==> src/rtl/lsu_pkg.sv <==
// Shared types and constants for the load/store unit: FSM states, RV32I
// access-width encodings and the d_mem byte-lane mask encodings.
package lsu_pkg;

   typedef enum logic [1:0] {
      IDLE   = 2'd0,
      ACCESS = 2'd1,
      RESP   = 2'd2
   } lsu_state_e;

   localparam logic [2:0] F3_B  = 3'b000;
   localparam logic [2:0] F3_H  = 3'b001;
   localparam logic [2:0] F3_W  = 3'b010;
   localparam logic [2:0] F3_BU = 3'b100;
   localparam logic [2:0] F3_HU = 3'b101;

   localparam logic [1:0] MASK_B = 2'b01;
   localparam logic [1:0] MASK_H = 2'b10;
   localparam logic [1:0] MASK_W = 2'b11;

   // Byte count of an access; the 11 encoding is illegal and faulted elsewhere.
   function automatic logic [2:0] access_size(input logic [1:0] f3_lo);
      case (f3_lo)
         2'b00:   access_size = 3'd1;
         2'b01:   access_size = 3'd2;
         default: access_size = 3'd4;
      endcase
   endfunction

   function automatic logic [1:0] access_mask(input logic [1:0] f3_lo);
      case (f3_lo)
         2'b00:   access_mask = MASK_B;
         2'b01:   access_mask = MASK_H;
         2'b10:   access_mask = MASK_W;
         default: access_mask = 2'b00;
      endcase
   endfunction

endpackage

==> src/rtl/lsu_load_ext.sv <==
// Load result formatter: picks the low byte/half/word of the raw d_mem read
// data and sign- or zero-extends it according to the RV32I load funct3.
module lsu_load_ext
   import lsu_pkg::*;
(
   input  logic [2:0]  funct3,
   input  logic [31:0] raw,
   output logic [31:0] ext
);

   always_comb begin
      ext = '0;
      case (funct3)
         F3_B:    ext = {{24{raw[7]}}, raw[7:0]};
         F3_H:    ext = {{16{raw[15]}}, raw[15:0]};
         F3_W:    ext = raw;
         F3_BU:   ext = {24'd0, raw[7:0]};
         F3_HU:   ext = {16'd0, raw[15:0]};
         default: ext = '0;
      endcase
   end

endmodule

==> src/rtl/lsu.sv <==
// Load/store unit: one request at a time, IDLE -> ACCESS -> RESP.
// Define LSU_MISALIGN_TRAP_EN to fault misaligned half/word accesses.
module lsu
   import lsu_pkg::*;
#(
   parameter int unsigned MEMORY_SIZE = 2048
) (
   input  logic        clk,
   input  logic        rst,
   input  logic        req_valid,
   output logic        req_ready,
   input  logic        req_is_store,
   input  logic [2:0]  req_funct3,
   input  logic [31:0] req_addr,
   input  logic [31:0] req_wdata,
   output logic        resp_valid,
   input  logic        resp_ready,
   output logic [31:0] resp_rdata,
   output logic        resp_fault,
   output logic [31:0] mem_addr,
   output logic [31:0] mem_write_data,
   output logic [1:0]  mem_data_mask,
   output logic        mem_write_en,
   output logic        mem_read_en,
   input  logic [31:0] mem_read_data,
   output lsu_state_e  dbg_state
);

   // Both channels are valid/ready: a transfer happens on a rising clk edge
   // where valid & ready are both high; valid holds its payload until then.
   lsu_state_e  state, state_next;
   logic        req_fire, req_fault;
   logic        bad_funct3, out_of_range, misaligned;
   logic [32:0] end_addr;
   logic        cap_is_store, cap_fault;
   logic [2:0]  cap_funct3;
   logic [31:0] cap_addr, cap_wdata;
   logic [31:0] load_ext;

   assign dbg_state = state;

   always_comb begin
      req_ready  = (state == IDLE) | ((state == RESP) & resp_ready);
      req_fire   = req_valid & req_ready;
      state_next = state;
      case (state)
         IDLE:    if (req_fire) state_next = ACCESS;
         ACCESS:  state_next = RESP;
         RESP:    if (resp_ready) state_next = req_fire ? ACCESS : IDLE;
         default: state_next = IDLE;
      endcase
   end

   // 33-bit end address so a request near 0xFFFFFFFF cannot wrap into range.
   always_comb begin
      if (req_is_store)
         bad_funct3 = (req_funct3 != F3_B) && (req_funct3 != F3_H) && (req_funct3 != F3_W);
      else
         bad_funct3 = (req_funct3 == 3'b011) || (req_funct3[2:1] == 2'b11);
      end_addr     = {1'b0, req_addr} + {30'd0, access_size(req_funct3[1:0])};
      out_of_range = end_addr > 33'(MEMORY_SIZE);
      misaligned   = 1'b0;
`ifdef LSU_MISALIGN_TRAP_EN
      case (req_funct3[1:0])
         2'b01:   misaligned = req_addr[0];
         2'b10:   misaligned = |req_addr[1:0];
         default: misaligned = 1'b0;
      endcase
`endif
      req_fault = bad_funct3 | out_of_range | misaligned;
   end

   always_ff @(posedge clk) begin
      if (rst) begin
         state        <= IDLE;
         cap_is_store <= 1'b0;
         cap_fault    <= 1'b0;
         cap_funct3   <= '0;
         cap_addr     <= '0;
         cap_wdata    <= '0;
         resp_valid   <= 1'b0;
         resp_rdata   <= '0;
         resp_fault   <= 1'b0;
      end else begin
         state <= state_next;
         if (req_fire) begin
            cap_is_store <= req_is_store;
            cap_fault    <= req_fault;
            cap_funct3   <= req_funct3;
            cap_addr     <= req_addr;
            cap_wdata    <= req_wdata;
         end
         if (state == ACCESS) begin
            resp_valid <= 1'b1;
            resp_fault <= cap_fault;
            resp_rdata <= (cap_fault | cap_is_store) ? '0 : load_ext;
         end else if ((state == RESP) && resp_ready) begin
            resp_valid <= 1'b0;
         end
      end
   end

   // Faulted accesses still spend their ACCESS cycle but leave the port idle.
   always_comb begin
      mem_addr       = '0;
      mem_write_data = '0;
      mem_data_mask  = '0;
      mem_write_en   = 1'b0;
      mem_read_en    = 1'b0;
      if ((state == ACCESS) && !cap_fault) begin
         mem_addr       = cap_addr;
         mem_write_data = cap_wdata;
         mem_data_mask  = access_mask(cap_funct3[1:0]);
         mem_write_en   = cap_is_store & ~rst;
         mem_read_en    = ~cap_is_store;
      end
   end

   lsu_load_ext u_load_ext (
      .funct3 (cap_funct3),
      .raw    (mem_read_data),
      .ext    (load_ext)
   );

endmodule

==> config.mk <==
export PLATFORM = sky130hd
export DESIGN_NAME = lsu
export DESIGN_NICKNAME = d
export VERILOG_FILES = /design/src/rtl/lsu_pkg.sv /design/src/rtl/lsu_load_ext.sv /design/src/rtl/lsu.sv
export SDC_FILE = /design/constraint.sdc
export NUM_CORES = 1
export LEC_CHECK = 0
export CAP_MARGIN = 20
export CORE_MARGIN = 1
export CORE_UTILIZATION = 43
export CTS_CLUSTER_DIAMETER = 80
export DETAILED_ROUTE_END_ITERATION = 7
export GPL_TIMING_DRIVEN = 0
export HOLD_SLACK_MARGIN = 0.12
export PLACE_DENSITY = 0.88
export REMOVE_ABC_BUFFERS = 1
export SLEW_MARGIN = 10
export SYNTH_ARGS = -nofsm -noshare
export SYNTH_HDL_FRONTEND = slang
export SYNTH_SLANG_ARGS = --single-unit
==> constraint.sdc <==
create_clock -name clk -period 3.38 [get_ports clk]
set_clock_uncertainty 0.1 [all_clocks]
set_input_delay 0.338 -clock clk [delete_from_list [all_inputs] [get_ports clk]]
set_output_delay 0.338 -clock clk [all_outputs]
set_load 0.01 [all_outputs]
==> summary.md <==
| Metric | Value |
|---|---|
| Vias per cell | `5.147` |
| Die Area | `0.01220 mm^2` |
| Clock root cell | `clkbuf_16` |
| Outcome | `finished, final reports clean` |
| Max Root-Sink Buffers | `2` |
| Inserted Diodes | `0` |
| Startpoint types | `flop` |
| Buffers added on ports | `208` |
| Top cell type's share of synthesized area | `41.57%` |
| Clock insertion delay at the later pin of the skew report | `0.34 ns` |
| Synth area leaders | `dfxtp_1 42%, a21oi_1 12%, nand2_1 11%` |
| Total vias in the final route | `a little over 5k` |
| Area leader, netlist | `dfxtp_1` |
| Drt first pass iters | `4` |
| DIE HEIGHT | `110.4 um` |
| GP Congestion | `0.7822` |
| Critical Path Source | `dbg_state[1]$_SDFFE_PP0P_` |
| Int Pwr | `0.002070 W` |
| Core Box Area | `0.01142 mm^2` |
| Total CTS buffers | `9` |
| # setup viols final | `0` |
| Max Cap Viol | `0` |
| Tmin final | `3.165 ns` |
| Share of layout cells above drive strength 1 | `5.207%` |
| Place WS | `-0.07950 ns` |
| Mean routed wirelength per cell | `approximately 14 um` |
| Synth unique cells | `57` |
| Top FF cell, synth | `dfxtp_1` |
| Starting Density | `44.28%` |
| Synth Instances | `661` |
| Clock-pin slew on the worst setup and hold paths | `0.07 ns` |
| Synthesized area | `0.005056 mm^2` |
| Final ANT Viol Nets | `0` |
| Arrival time at the worst endpoint | `2.73 ns` |
| VDD IR-drop max | `0.0002666 V` |
| Clock power frac | `34.6%` |
| CTS tree | `yes` |
| Flop pwr share | `46.9%` |
| R2r startpoint | `dbg_state[0]$_SDFFE_PP0P_` |
| Tcrit/Tclk final | `93.63%` |
| Worst-margin pin slew | `0.8641 ns` |
| RSZ-0062 raised after global routing | `no` |
| Die Span X | `110.4 um` |
| First-pass GRT wire length | `22.89 mm` |
| Io pins | `209` |
| Final net count | `951` |
| PnR worst setup slack | `0.2155 ns` |
| Relative slew slack | `between 40 and 50%` |
| Yosys reg bits | `105` |
| Grt total ovfl | `0` |
| Peak Freq | `0.3160 GHz` |
| Lkg Pwr | `2.757 nW` |
| Share of flip-flops with an asynchronous set or reset | `0%` |
| Post-DP HPWL | `approximately 9.6 mm` |
| Clk sinks | `about 110` |
| NetSw | `0.0007836 W` |
| Std-Cell Rows | `39` |
| Syn Area/Cell | `7.649 um^2` |
| Setup Buffers After CTS | `0` |
| Residual DRC | `0` |
| WHS | `roughly 0.35 ns` |
| H-tree depth | `3` |
| Critical path class | `flop to output pin` |
| Sequential element share of the synthesized area | `41.57%` |
| Critical hold path startpoint | `cap_wdata[30]$_SDFFE_PP0P_` |
| Hold_buf cts | `0` |
| Initial antenna violation count | `0` |
| Initial DRC Count | `a little over 300` |
| CTS resizes | `0` |
| Combinational fraction of design power | `18.5%` |
| Switching share of power | `between 20 and 30%` |
| Vias in the first global route | `4,654` |
| Pwr Density | `380.6 mW/mm^2` |
| Min-delay worst type | `flop to flop` |
| Total wire length | `14.03 mm` |
| Number of enable flip-flop cells after synthesis | `0` |
| Final Hold Viols | `0` |
| Critical path capture point type | `output pin` |
| Slew Limit Fails | `0` |
| Tot GR Track Use | `22.69%` |
| CP max FO | `between 40 and 50` |
| Pin count of the biggest net entering global routing | `71` |
| Area delta synth->final | `48.30%` |
| CP required | `2.94 ns` |
| YS warnings | `0` |
-- final cells by class --
type                       count  area [um^2]
clock buffer                   9        225.2
inverter                       5        18.77
multi-input combinational    506         2763
fill                         975         3920
timing repair buffer         213         2157
tap                          143        178.9
sequential                   105         2102
clock inverter                 7        53.80
-- Yosys cell counts (all sizes together), types with 2 or more instances --
| master | n |
|---|---|
| nor2b | 2 |
| nor2 | 61 |
| nor4b | 3 |
| nor3 | 3 |
| nand2 | 150 |
| xor2 | 4 |
| xnor2 | 6 |
| o32ai | 2 |
| a21oi | 124 |
| inv | 5 |
| dfxtp | 105 |
| a22oi | 8 |
| a2111oi | 3 |
| buf | 3 |
| and2 | 68 |
| a211oi | 7 |
| nor4 | 2 |
| clkbuf | 42 |
| nand2b | 2 |
| nand3b | 3 |
| and3 | 6 |
| o21a | 2 |
| a311oi | 2 |
| and4 | 3 |
| nand3 | 6 |
| nand4 | 7 |
| a31oi | 4 |
| o21ai | 7 |
| ha | 6 |
-- path summary, 6_finish.rpt --
kind,slack [ns],cells past startpoint,endpoint
setup reg to reg,0.80,6,cap_fault$_SDFFE_PP0P_
hold / removal,0.35,2,cap_wdata[30]$_SDFFE_PP0P_
hold reg to reg,0.35,2,cap_wdata[30]$_SDFFE_PP0P_
setup / recovery,0.22,5,mem_addr[21]
-- stage by stage --
step | setup TNS (ns) | instances | instance area, um^2 | total power, W | util, %
6_report | 0 | 988 | 7498 | 0.002854 | 65.67
5_1_grt | 0 | 988 | 7498 | 0.002987 | 65.67
4_1_cts | 0 | 985 | 7477 | 0.002873 | 65.48
3_5_place_dp | -0.07950 | 969 | 7198 | 0.001890 | 63.04
3_3_place_gp | -198.24 | 966 | 7114 | 0.001874 | 62.31
2_1_floorplan | 0 | 615 | 4853 | 0.001587 | -
-- cells in the final DEF, fill, tap and decap left out, types with 4 or more instances in the layout --
cell type and count:
nand3_1 6, clkdlybuf4s50_1 207, a211oi_1 7, a22oi_1 8, clkbuf_16 9, inv_1 5, a21oi_1 123, nand4_1 4
xor2_1 4, o21ai_0 5, dfxtp_1 105, a31oi_1 4, and3_1 4, and2_1 66, nor2_1 60, ha_1 6
nand2_1 148, xnor2_1 6
-- worst max-delay path, stage by stage (launching register included) --
cell             delay (ns)
dfxtp_1                0.35
nand2b_2               0.61
nor2_4                 0.46
buf_12                 0.24
and2_1                 0.15
clkdlybuf4s50_1        0.55
-- sequential cells by signal, indices dropped and copies added, names as in the netlist --
signal,cells
cap_wdata,32
resp_fault,1
resp_rdata,32
cap_funct3,3
cap_is_store,1
dbg_state,2
cap_addr,32
cap_fault,1
resp_valid,1
-- cells by family (layout without fill, tap and decap cells) --
family,Yosys count,count (layout),synth area share (%)
multiplexers,1,1,0.1980
flip-flops,105,105,41.57
XOR/XNOR,10,10,1.732
AND/OR/NAND/NOR,319,320,30.64
buffers and inverters,51,234,4.380
AO/OA/AOI/OAI,168,168,19.60
adder cells (fa/ha/maj),7,7,1.881
-- power by group through the flow --
stage | logic (W) | registers (W) | clock network [W]
6_report | 0.000528 | 0.00134 | 0.000988
5_1_grt | 0.000585 | 0.00135 | 0.00106
4_1_cts | 0.000527 | 0.00134 | 0.00101
3_5_place_dp | 0.000524 | 0.00137 | 0
3_3_place_gp | 0.000512 | 0.00136 | 0
2_1_floorplan | 0.000221 | 0.00137 | 0
-- metal layers --
layer | vias up | GRT usage (%) | wire length, um
li1 | 2581 | - | -
met1 | 2327 | 28.01 | 6155
met2 | 155 | 39.05 | 6875
met3 | 22 | 4.116 | 680
met4 | 0 | 8.800 | 315
met5 | - | 0 | 0
Power figures use the tool's default switching activity.
